==> config.mk <==
export PLATFORM = sky130hd
export DESIGN_NAME = nmcu_cmd_issuer
export DESIGN_NICKNAME = d
export VERILOG_FILES = /design/src/rtl/nmcu_pkg.sv /design/src/rtl/instr_pkg.sv /design/src/rtl/nmcu_cmd_fifo.sv /design/src/rtl/nmcu_cmd_issuer.sv
export SDC_FILE = /design/constraint.sdc
export NUM_CORES = 1
export LEC_CHECK = 0
export CAP_MARGIN = 20
export CORE_ASPECT_RATIO = 1.2
export CORE_MARGIN = 2
export CORE_UTILIZATION = 40
export CTS_BUF_LIST = sky130_fd_sc_hd__clkbuf_8
export CTS_CLUSTER_SIZE = 25
export DETAILED_ROUTE_END_ITERATION = 10
export PLACE_DENSITY_LB_ADDON = 0.08
export SYNTH_ARGS = -nofsm -noshare
export SYNTH_HDL_FRONTEND = slang
export SYNTH_HIERARCHICAL = 1
export SYNTH_SLANG_ARGS = --single-unit
==> constraint.sdc <==
create_clock -name clk -period 3.79 [get_ports clk]
set_input_delay 0.758 -clock clk [delete_from_list [all_inputs] [get_ports clk]]
set_output_delay 0.758 -clock clk [all_outputs]
set_load 0.02 [all_outputs]
==> src/rtl/nmcu_pkg.sv <==
// rtl/nmcu_pkg.sv - NMCU widths, issuer FSM states and response status codes
package nmcu_pkg;

    localparam int DATA_WIDTH = 32;
    localparam int ADDR_WIDTH = 16;
    localparam int LEN_WIDTH  = 8;

    typedef enum logic [1:0] {
        ST_IDLE,
        ST_ISSUE,
        ST_WAIT_RESP,
        ST_DELIVER
    } issuer_state_t;

    localparam logic [1:0] RESP_OK      = 2'b00;
    localparam logic [1:0] RESP_TIMEOUT = 2'b11;

endpackage

==> src/rtl/instr_pkg.sv <==
// rtl/instr_pkg.sv - NMCU instruction and response types
package instr_pkg;
    import nmcu_pkg::*;

    typedef enum logic [3:0] {
        OP_NOP   = 4'd0,
        OP_LOAD  = 4'd1,
        OP_STORE = 4'd2,
        OP_MAC   = 4'd3
    } opcode_t;

    typedef struct packed {
        opcode_t               op;
        logic [ADDR_WIDTH-1:0] addr_a;
        logic [ADDR_WIDTH-1:0] addr_b;
        logic [ADDR_WIDTH-1:0] addr_c;
        logic [DATA_WIDTH-1:0] data;
        logic [LEN_WIDTH-1:0]  len;
    } instruction_t;

    typedef struct packed {
        logic [DATA_WIDTH-1:0] data;
        logic [1:0]            status;
    } nmcu_cpu_resp_t;

endpackage

==> src/rtl/nmcu_cmd_fifo.sv <==
// rtl/nmcu_cmd_fifo.sv - power-of-two command queue with full/empty flags
module nmcu_cmd_fifo #(
    parameter int WIDTH = 8,
    parameter int DEPTH = 4
) (
    input  logic             clk,
    input  logic             rst_n,
    input  logic             push,
    input  logic [WIDTH-1:0] wdata,
    input  logic             pop,
    output logic [WIDTH-1:0] rdata,
    output logic             full,
    output logic             empty
);
    localparam int AW = $clog2(DEPTH);
    localparam logic [AW:0] DEPTH_CNT = (AW + 1)'(DEPTH);

    logic [WIDTH-1:0] mem [DEPTH];
    logic [AW-1:0]    wr_ptr, rd_ptr;
    logic [AW:0]      count;
    logic             do_push, do_pop;

    assign do_push = push && !full;
    assign do_pop  = pop && !empty;

    // Pointers are exactly AW bits wide, so increment wraps modulo DEPTH.
    always_ff @(posedge clk or negedge rst_n) begin
        if (!rst_n) begin
            wr_ptr <= '0;
            rd_ptr <= '0;
            count  <= '0;
        end else begin
            if (do_push) wr_ptr <= wr_ptr + 1'b1;
            if (do_pop)  rd_ptr <= rd_ptr + 1'b1;
            case ({do_push, do_pop})
                2'b10:   count <= count + 1'b1;
                2'b01:   count <= count - 1'b1;
                default: count <= count;
            endcase
        end
    end

    always_ff @(posedge clk) begin
        if (do_push) mem[wr_ptr] <= wdata;
    end

    assign rdata = mem[rd_ptr];
    assign full  = (count == DEPTH_CNT);
    assign empty = (count == '0);

endmodule

==> src/rtl/nmcu_cmd_issuer.sv <==
// rtl/nmcu_cmd_issuer.sv - queues host commands, issues one at a time to the NMCU; NMCU_ISSUER_TIMEOUT_EN adds a response timeout
module nmcu_cmd_issuer
    import nmcu_pkg::*;
    import instr_pkg::*;
#(
    parameter int FIFO_DEPTH     = 4,
    parameter int TIMEOUT_CYCLES = 1024
) (
    input  logic                  clk,
    input  logic                  rst_n,
    input  logic                  host_cmd_valid_i,
    input  instruction_t          host_cmd_i,
    output logic                  host_cmd_ready_o,
    output logic                  cpu_instr_valid_o,
    output instruction_t          cpu_instruction_o,
    input  logic                  cpu_instr_ready_i,
    input  logic                  nmcu_resp_valid_i,
    input  nmcu_cpu_resp_t        nmcu_response_i,
    output logic                  nmcu_resp_ready_o,
    output logic                  res_valid_o,
    input  logic                  res_ready_i,
    output logic [DATA_WIDTH-1:0] res_data_o,
    output logic [1:0]            res_status_o,
    output logic                  res_timeout_o,
    output logic                  busy_o,
    output logic [7:0]            err_count_o
);
    localparam int IW = $bits(instruction_t);

    issuer_state_t         state_q, state_d;
    logic                  fifo_full, fifo_empty, fifo_push, fifo_pop;
    logic [IW-1:0]         fifo_head;
    logic                  take_resp, take_tmo, tmo_hit;
    logic [DATA_WIDTH-1:0] res_data_q;
    logic [1:0]            res_status_q;
    logic [7:0]            err_q;

    assign host_cmd_ready_o = !fifo_full;
    assign fifo_push        = host_cmd_valid_i && !fifo_full;

    nmcu_cmd_fifo #(
        .WIDTH (IW),
        .DEPTH (FIFO_DEPTH)
    ) u_fifo (
        .clk   (clk),
        .rst_n (rst_n),
        .push  (fifo_push),
        .wdata (host_cmd_i),
        .pop   (fifo_pop),
        .rdata (fifo_head),
        .full  (fifo_full),
        .empty (fifo_empty)
    );

    always_comb begin
        state_d           = state_q;
        cpu_instr_valid_o = 1'b0;
        nmcu_resp_ready_o = 1'b0;
        res_valid_o       = 1'b0;
        fifo_pop          = 1'b0;
        take_resp         = 1'b0;
        take_tmo          = 1'b0;
        case (state_q)
            ST_IDLE: begin
                if (!fifo_empty) state_d = ST_ISSUE;
            end
            ST_ISSUE: begin
                cpu_instr_valid_o = 1'b1;
                if (cpu_instr_ready_i) begin
                    fifo_pop = 1'b1;
                    state_d  = ST_WAIT_RESP;
                end
            end
            ST_WAIT_RESP: begin
                nmcu_resp_ready_o = 1'b1;
                if (nmcu_resp_valid_i) begin
                    take_resp = 1'b1;
                    state_d   = ST_DELIVER;
                end else if (tmo_hit) begin
                    take_tmo = 1'b1;
                    state_d  = ST_DELIVER;
                end
            end
            ST_DELIVER: begin
                res_valid_o = 1'b1;
                if (res_ready_i) state_d = ST_IDLE;
            end
            default: state_d = ST_IDLE;
        endcase
    end

    always_ff @(posedge clk or negedge rst_n) begin
        if (!rst_n) state_q <= ST_IDLE;
        else        state_q <= state_d;
    end

    // Result registers only load on DELIVER entry, which keeps them stable while the host stalls.
    always_ff @(posedge clk or negedge rst_n) begin
        if (!rst_n) begin
            res_data_q   <= '0;
            res_status_q <= '0;
            err_q        <= '0;
        end else begin
            if (take_resp) begin
                res_data_q   <= nmcu_response_i.data;
                res_status_q <= nmcu_response_i.status;
            end else if (take_tmo) begin
                res_data_q   <= '0;
                res_status_q <= RESP_TIMEOUT;
            end
            if (((take_resp && nmcu_response_i.status != RESP_OK) || take_tmo) && err_q != 8'hFF)
                err_q <= err_q + 8'd1;
        end
    end

`ifdef NMCU_ISSUER_TIMEOUT_EN
    localparam int TW = $clog2(TIMEOUT_CYCLES) + 1;

    logic [TW-1:0] tmo_cnt_q;
    logic          res_tmo_q;

    always_ff @(posedge clk or negedge rst_n) begin
        if (!rst_n) begin
            tmo_cnt_q <= '0;
            res_tmo_q <= 1'b0;
        end else begin
            if (state_q == ST_ISSUE && cpu_instr_ready_i) tmo_cnt_q <= '0;
            else if (state_q == ST_WAIT_RESP)             tmo_cnt_q <= tmo_cnt_q + 1'b1;
            if (take_resp)     res_tmo_q <= 1'b0;
            else if (take_tmo) res_tmo_q <= 1'b1;
        end
    end

    assign tmo_hit       = (tmo_cnt_q == TW'(TIMEOUT_CYCLES - 1));
    assign res_timeout_o = res_tmo_q;
`else
    assign tmo_hit       = 1'b0;
    assign res_timeout_o = 1'b0;
`endif

    assign cpu_instruction_o = cpu_instr_valid_o ? instruction_t'(fifo_head) : '0;
    assign res_data_o        = res_data_q;
    assign res_status_o      = res_status_q;
    assign err_count_o       = err_q;
    assign busy_o            = (state_q != ST_IDLE) || !fifo_empty;

endmodule

==> results of run 1 <==
## path summary, 6_finish.rpt
path | cells past startpoint | slack, ns | end
min in group clk | 1 | 0.50 | res_data_o[1]
worst max-delay path | 4 | 0.25 | cpu_instruction_o[1]
worst min-delay path | 1 | 0.24 | res_data_o[5]
max in group asynchronous | 2 | 2.76 | res_data_o[24]
worst max register to register | 10 | 1.24 | u_fifo/count[2]
worst min register to register | 1 | 0.50 | res_data_o[1]
## cells by family after synthesis
family	Yosys count	share of synthesized area [%]
flip-flops	419	76.0
multiplexers	134	15.7
AND/OR/NAND/NOR	126	4.80
buffers and inverters	45	1.54
adder cells (fa/ha/maj)	11	0.895
AO/OA/AOI/OAI	11	0.655
XOR/XNOR	7	0.378
other	1	0.0231
## repair_timing
action                                  CTS  global route
setup buffers                             1             0
endpoints found under the setup margin   45             0
endpoints found under the hold margin     0             0
## synthesized netlist by cell type, types with 2 or more instances
cell	number
mux2_2	39
and2_1	93
nor2_1	4
buf_4	3
edfxtp_1	368
and3_2	4
nand2_1	6
clkbuf_1	10
buf_6	7
mux4_2	92
nor2b_1	2
nor3_1	3
dfrtp_1	51
xnor2_1	4
buf_2	14
and3_1	2
mux2_4	2
inv_1	10
nand3_1	3
ha_1	10
xor2_1	3
## sequential cells by signal (all words and copies together), names as in the netlist
| signal | flops |
|---|---|
| state_q | 2 |
| err_count_o | 8 |
| res_data_o | 32 |
| res_status_o | 2 |
| u_fifo/rd_ptr | 2 |
| u_fifo/wr_ptr | 2 |
| u_fifo/mem | 368 |
| u_fifo/count | 3 |
## layer usage
| metal | vias to the layer above | global-route usage (%) | wire [microns] | share of wire (%) |
|---|---|---|---|---|
| met2 | 241 | 26.9 | 16800 | 50 |
| met3 | 56 | 5.60 | 2330 | 6.9 |
| met1 | 4249 | 20.2 | 14200 | 42 |
| met5 | - | 0 | 45 | 0.13 |
| li1 | 3660 | - | - | - |
| met4 | 6 | 4.32 | 496 | 1.5 |
## worst max-delay path, stage by stage, from the launching register on
cell             delay, ns
dfrtp_4               0.66
buf_12                0.26
mux4_2                0.53
and2_1                0.20
clkdlybuf4s50_1       0.54
## area by class of cell
class	instances	share of cell area (%)
clock buffers	74	4.86
clock inverters	41	1.16
inverters	10	0.179
multi-input cells	290	17.5
flip-flops and latches	419	58.8
well taps	533	3.18
repair buffers	288	14.3
## stage by stage
stage / setup WS, ns / cell area (sq um) / util [%] / hold WS (ns)
finish: 0.247 / 21000 / 52.5 / 0.241
global route: 0.0218 / 21000 / 52.5 / 0.269
CTS: 0.112 / 21000 / 52.5 / 0.234
detailed placement: 0.579 / 19700 / 49.3 / 0.492
global placement: 0.568 / 19700 / 49.3 / 0.487
floorplan: 1.19 / 16200 / - / 0.462
## where the power goes
part / leakage, nW / internal, W / switching (W)
clock network: 0.737 / 0.00199 / 0.00166
registers: 3.97 / 0.00620 / 0.000376
logic: 2.46 / 0.00297 / 0.00292
==> impl_metrics.csv, run 1 <==
group,metric,value,unit
clocking,clock_latency,0.59,ns
cells_and_area,multiInputGateArea,0.00367,sq mm
timing,rsz0062_at_grt,"no",
timing,final.setup.tns,0,ns
logic_synthesis,avgSynthCellArea,21.5,sq um
logic_synthesis,synth_area_leaders,"edfxtp_1 68%, mux4_2 13%, dfrtp_1 7.9%, and2_1 3.6%, mux2_2 2.7%",
cells_and_area,seqCellArea,0.0123,sq mm
logic_synthesis,synth.largest_area_cell,"edfxtp_1",
logic_synthesis,ys_warn_count,6,
logic_synthesis,synth_ff_type,"edfxtp_1",
clocking,path_clk_slew,0.06,ns
timing,slew_headroom,45.4,%
timing,hold_viol_final,0,
global_routing,grt_pass1_wl,51800,microns
timing,slew_viol_final,0,
placed_design,gp_congestion,0.718,
cells_and_area,nets,1220,
route,ant_nets,0,
global_routing,grt_max_degree,93,
setup_path,arrival,2.79,ns
timing,worstMarginPinSlew,0.816,ns
setup_path,timing.rr.start,"state_q[1]",
timing,max_freq,282,MHz
route,drtIter0Drc,319,
cells_and_area,layout_common_cells,"368 x edfxtp_1, 269 x clkdlybuf4s50_1, 93 x and2_1, 92 x mux4_2, 74 x clkbuf_8",
setup_path,worst-endpoint-required,3.03,ns
logic_synthesis,syn_area,0.0162,sq mm
setup_path,crit_type,"reg2out",
power,design_power_total,0.0161,W
die,die_h,225,microns
timing,final.setup_skew,0.0162,ns
logic_synthesis,ys_ff_latch,419,
global_routing,grt_overflow,0,
route,viasPerCell,4.96,
run_status,status,"complete, no violations",
cells_and_area,antennaDiodeCount,0,
cells_and_area,layout_commonest_cell,"edfxtp_1",
setup_path,endpoint_kind,"output pin",
placed_design,dp_hpwl,19700,microns
flow_run,maxCapViolations,0,
route,vias,8212,
setup_path,cp-startpoint,"u_fifo/rd_ptr[0]",
route,drt-pass1-iter-count,4,
cells_and_area,fillers,3213,
logic_synthesis,synth_edf_count,368,
logic_synthesis,async_reset_ff_share,12.2,%
logic_synthesis,seq_area_frac_synth,76.0,%
clocking,cts.sinks,419,
route,drt-total-wl,33800,microns
clocking,htreeDepth,3,
clocking,cts_root_buffer,"clkbuf_8",
logic_synthesis,syn_nets,897,
clocking,ctsHoldBuffers,0,
power,ir_worst_vdd,406,uV
die,core_area,0.0399,sq mm
die,die_area,0.0422,sq mm
hold_path,worstHoldPathType,"in2async",
clocking,ctsResizeCount,0,
die,die_w,188,microns
placed_design,port_buffers,270,
setup_path,critPathLaunchType,"flip-flop",
power,p_per_area,769,mW/mm^2
timing,finalCriticalPeriod,3.54,ns
die,start_util,40.6,%
global_routing,grt_use_total,16.2,%
cells_and_area,syn2layout_area_growth,29.3,%
clocking,tritoncts,"yes",
clocking,cts_buffers,68,
global_routing,grt_antenna_before_repair,3,
global_routing,grt_pass1_vias,8879,
cells_and_area,final_cells,1655,
die,ios,272,
logic_synthesis,synth_top_cell_area_share,68.1,%
timing,finalCritPeriodShare,93.5,%
route,drc_errors,0,
timing,setup_violations,0,
die,rows,80,
clocking,clock_path_buffers,3,
route,wl_per_cell,20.4,microns
placed_design,place_inst,1539,
cells_and_area,drive_above_1_share,22.4,%
setup_path,cp_max_fo,19,
power,p_leak,7.17,nW
logic_synthesis,ys_types,45,
logic_synthesis,syn_inst,754,
(Power assumes the default switching activity.)
==> inputs of run 2 (changes only) <==
- ABC_CLOCK_PERIOD_IN_PS: unset -> 3790
- SETUP_SLACK_MARGIN: unset -> 0.4
==> impl_metrics.csv, run 2 (same netlist as run 1, synthesis figures left out) <==
group,metric,value,unit
run_status,status,"complete, no violations",
timing,final.setup_skew,0.0162,ns
global_routing,grt_max_degree,93,
clocking,htreeDepth,3,
clocking,path_clk_slew,0.06,ns
route,vias,8223,
cells_and_area,largest_reg_flops,368,
placed_design,place_inst,1539,
cells_and_area,drive_above_1_share,23.1,%
die,start_util,40.6,%
route,ant_nets,0,
timing,finalCritPeriodShare,85.4,%
die,ios,272,
timing,final.setup.tns,0,ns
setup_path,critPathLaunchType,"flip-flop",
setup_path,reg2reg_slack,1.34,ns
timing,max_freq,309,MHz
timing,worstMarginPinSlew,0.816,ns
setup_path,timing.rr.start,"state_q[1]",
setup_path,r2r_end,"u_fifo/count[2]",
clocking,ctsHoldBuffers,0,
power,design_power_total,0.0162,W
route,drtIter0Drc,366,
cells_and_area,syn2layout_area_growth,30.2,%
power,p_per_area,765,mW/mm^2
placed_design,port_buffers,270,
die,die_w,188,microns
clocking,tritoncts,"yes",
route,viasPerCell,4.94,
global_routing,grt_antenna_before_repair,3,
setup_path,crit_type,"reg2out",
route,drt-total-wl,34600,microns
setup_path,arrival,2.48,ns
cells_and_area,final_cells,1666,
timing,finalCriticalPeriod,3.24,ns
timing,rsz0062_at_grt,"no",
timing,setup_violations,0,
global_routing,grt_pass1_wl,52800,microns
global_routing,grt_pass1_vias,8858,
hold_path,worstHoldPathType,"in2async",
clocking,clock_latency,0.59,ns
cells_and_area,layout_commonest_cell,"edfxtp_1",
timing,slew_headroom,45.4,%
clocking,cts.sinks,419,
timing,slew_viol_final,0,
clocking,cts_buffers,68,
cells_and_area,fin_util,52.9,%
die,die_area,0.0422,sq mm
route,wl_per_cell,20.8,microns
route,drc_errors,0,
clocking,clock_path_buffers,3,
timing,hold_viol_final,0,
clocking,cts_root_buffer,"clkbuf_8",
die,die_h,225,microns
global_routing,grt_use_total,16.5,%
power,p_leak,7.87,nW
cells_and_area,nets,1230,
power,ir_worst_vdd,366,uV
setup_path,cp-startpoint,"u_fifo/rd_ptr[1]",
setup_path,endpoint_kind,"output pin",
die,rows,80,
flow_run,maxCapViolations,0,
cells_and_area,largest-register,"u_fifo/mem",
setup_path,cp_max_fo,46,
setup_path,worst-endpoint-required,3.03,ns
route,drt-pass1-iter-count,6,
die,core_area,0.0399,sq mm
global_routing,grt_overflow,0,
cells_and_area,layout_common_cells,"368 x edfxtp_1, 181 x clkdlybuf4s50_1, 93 x and2_1, 92 x mux4_2, 74 x clkbuf_8",
placed_design,dp_hpwl,19700,microns
placed_design,gp_congestion,0.718,
setup_path,reg2regPathDepth,12,
setup_path,endpoint,"cpu_instruction_o[66]",
run 2: changes by cell type in the layout (fill, tap and decap cells not counted), sizes merged:
cell,delta
buf,+10
clkdlybuf4s50,-88
diode,+1
dlygate4sd2,+67
dlymetal6s2s,+21
run 2: how the worst min path moves through the flow:
stage	to	slack (ns)
6_report	res_data_o[5]	0.24
5_1_grt	res_data_o[5]	0.27
3_5_place_dp	res_data_o[3]	0.49
4_1_cts	res_data_o[23]	0.23
2_1_floorplan	err_count_o[0]	0.46
3_3_place_gp	res_data_o[27]	0.49
run 2: worst max-delay path: stages (launching register included):
cell and delay (ns):
dfrtp_4 0.50, buf_16 0.30, mux4_2 0.36, and2_1 0.20
clkdlybuf4s50_1 0.55
run 2: layout make-up:
cell class	count	area [sq um]
multi-input combinational	290	3670
inverter	10	37.5
clock inverter	41	244
clock buffer	74	1020
fill	3218	18800
timing repair buffer	298	3150
antenna	1	2.50
sequential	419	12300
tap	533	667
run 2: power breakdown:
part	switching (W)	total, W	internal [W]
Combinational	0.00302	0.00595	0.00293
Sequential	0.000341	0.00654	0.00620
Clock	0.00167	0.00366	0.00199
Total	0.00503	0.0162	0.0111
run 2: repair_timing:
action | CTS | global route
gates cloned | 1 | 0
setup endpoints to repair | 93 | 21
setup buffers | 10 | 0
gates resized for setup | 70 | 22
run 2: per-layer routing:
| layer | global-route usage, % | share of wire, % | vias up |
|---|---|---|---|
| met5 | 0 | 0.13 | - |
| met4 | 4.32 | 1.5 | 6 |
| met3 | 5.60 | 7.6 | 57 |
| met2 | 27.2 | 49 | 262 |
| met1 | 21.1 | 42 | 4220 |
| li1 | - | - | 3678 |
run 2: through the flow:
step,area (sq um),setup slack [ns],hold slack (ns)
6_report,21100,0.553,0.241
5_1_grt,21100,0.451,0.269
4_1_cts,21100,0.376,0.234
3_5_place_dp,19700,0.579,0.492
3_3_place_gp,19700,0.568,0.487
2_1_floorplan,16200,1.19,0.462
==> inputs of run 3 (changes only) <==
- CORE_UTILIZATION: 40 -> 59
- CTS_CLUSTER_DIAMETER: unset -> 60
==> impl_metrics.csv, run 3 (same netlist as run 1, synthesis figures left out) <==
group,metric,value,unit
route,drt-total-wl,31500,microns
global_routing,grt_pass1_vias,8395,
die,die_h,186,microns
timing,setup_violations,0,
timing,slew_viol_final,0,
setup_path,arrival,2.51,ns
timing,rsz0062_at_grt,"no",
setup_path,timing.rr.start,"state_q[1]",
route,ant_nets,0,
clocking,htreeDepth,1,
clocking,ctsHoldBuffers,0,
power,p_leak,7.23,nW
route,vias,8021,
cells_and_area,largest-register,"u_fifo/mem",
setup_path,critPathLaunchType,"flip-flop",
flow_run,maxCapViolations,0,
cells_and_area,drive_above_1_share,20.5,%
clocking,cts_buffers,25,
global_routing,grt_overflow,0,
clocking,clock_latency,0.60,ns
cells_and_area,nets,1187,
setup_path,cp_cell_sequence,"inv_1 > ha_2 > clkbuf_8 > and2_1 > clkdlybuf4s50_1",
clocking,cts_root_buffer,"clkbuf_8",
timing,finalCriticalPeriod,3.26,ns
die,ios,272,
setup_path,max_stage_delay,0.67,ns
clocking,clock_path_buffers,3,
global_routing,grt_max_degree,50,
die,start_util,59.9,%
timing,fin_ws,0.526,ns
setup_path,reg2reg_slack,1.30,ns
power,p_per_area,728,mW/mm^2
die,die_area,0.0288,sq mm
route,wl_met1,12500,microns
die,core_area,0.0271,sq mm
setup_path,worst-endpoint-required,3.03,ns
clocking,cts.sinks,419,
setup_path,cp_max_fo,46,
global_routing,grt_antenna_before_repair,4,
die,die_w,155,microns
setup_path,slowest_stage,"clkdlybuf4s50_1",
route,routed-wl-met3,2160,microns
setup_path,endpoint_kind,"output pin",
run_status,status,"complete, no violations",
cells_and_area,final_cells,1400,
placed_design,dp_hpwl,19800,microns
timing,slew_headroom,47.0,%
route,top_layer,"met5",
timing,max_freq,306,MHz
timing,whs,0.201,ns
timing,final.setup_skew,0.0298,ns
placed_design,gp_congestion,0.799,
hold_path,worstHoldPathType,"in2async",
timing,final.setup.tns,0,ns
cells_and_area,syn2layout_area_growth,23.8,%
route,drtIter0Drc,481,
global_routing,grt_pass1_wl,47900,microns
cells_and_area,fillers,1652,
cells_and_area,layout_common_cells,"368 x edfxtp_1, 178 x clkdlybuf4s50_1, 93 x and2_1, 92 x mux4_2, 86 x dlygate4sd2_1",
clocking,path_clk_slew,0.14,ns
setup_path,crit_type,"reg2out",
route,drt-pass1-iter-count,4,
route,wl_per_cell,22.5,microns
setup_path,r2r_end,"u_fifo/count[2]",
placed_design,place_inst,1351,
route,dr_wl_met2,16000,microns
power,design_power_total,0.0146,W
global_routing,grt_use_total,21.9,%
placed_design,place_ws,0.749,ns
clocking,tritoncts,"yes",
timing,worstMarginPinSlew,0.793,ns
power,ir_worst_vdd,658,uV
timing,finalCritPeriodShare,86.1,%
die,rows,66,
timing,hold_viol_final,0,
cells_and_area,largest_reg_flops,368,
route,viasPerCell,5.73,
setup_path,reg2regPathDepth,11,
placed_design,port_buffers,270,
cells_and_area,layout_commonest_cell,"edfxtp_1",
route,drc_errors,0,
[run 3: cell count changes in the layout (fill, tap and decap cells not counted), sizes merged]
cell           delta
clkinvlp          -1
clkbuf           -47
buf               -1
dlymetal6s2s     -16
dlygate4sd2      +19
clkinv           -10
inv              -14
clkdlybuf4s50     -3
[run 3: worst max path at each step]
stage / startpoint / end / slack (ns) / cells past startpoint
after floorplan: host_cmd_valid_i / u_fifo/mem[0][0] / 1.19 / 2
final: state_q[1] / cpu_instruction_o[90] / 0.53 / 5
after global placement: u_fifo/rd_ptr[0] / cpu_instruction_o[55] / 0.79 / 4
after global routing: state_q[1] / cpu_instruction_o[90] / 0.40 / 5
after CTS: u_fifo/rd_ptr[0] / cpu_instruction_o[67] / 0.35 / 5
after detailed placement: u_fifo/rd_ptr[0] / cpu_instruction_o[52] / 0.75 / 4
[run 3: critical path, delay by kind of cell (launching register included)]
| family | cells | cell delay [ns] |
|---|---|---|
| flip-flops | 1 | 0.44 |
| AND/OR/NAND/NOR | 1 | 0.18 |
| buffers and inverters | 3 | 1.07 |
| adder cells (fa/ha/maj) | 1 | 0.20 |
[run 3: power by group]
part	switching (W)	total, W	internal (W)
Clock	0.00148	0.00240	0.000924
Combinational	0.00287	0.00566	0.00279
Sequential	0.000390	0.00657	0.00618
Total	0.00473	0.0146	0.00989
[run 3: repair_timing]
item / 4_1_cts / 5_1_grt
gates resized for setup: 89 / 7
pin swaps: 0 / 0
gates cloned: 0 / 0
setup endpoints to repair: 91 / 5
buffers inserted: 6 / 0
[run 3: layout make-up]
type	instances	area, sq um	share of cell area (%)
clock buffers	26	358	1.78
repair buffers	298	3020	15.0
multi-input cells	290	3660	18.3
well taps	340	425	2.12
flip-flops and latches	419	12300	61.4
clock inverters	16	241	1.20
diodes	1	2.50	0.0125
inverters	10	37.5	0.187
[run 3: per-stage QoR]
step / cell area, sq um / utilization, %
3_3_place_gp: 19500 / 71.9
2_1_floorplan: 16200 / -
3_5_place_dp: 19500 / 71.9
4_1_cts: 20100 / 74.1
5_1_grt: 20100 / 74.1
6_report: 20100 / 74.1
[run 3: layer usage]
metal  up-vias  global-route usage [%]
met5         -                       0
met4         6                    5.58
met3        51                    4.54
met2       281                    37.2
met1      4116                    29.6
li1       3567                       -
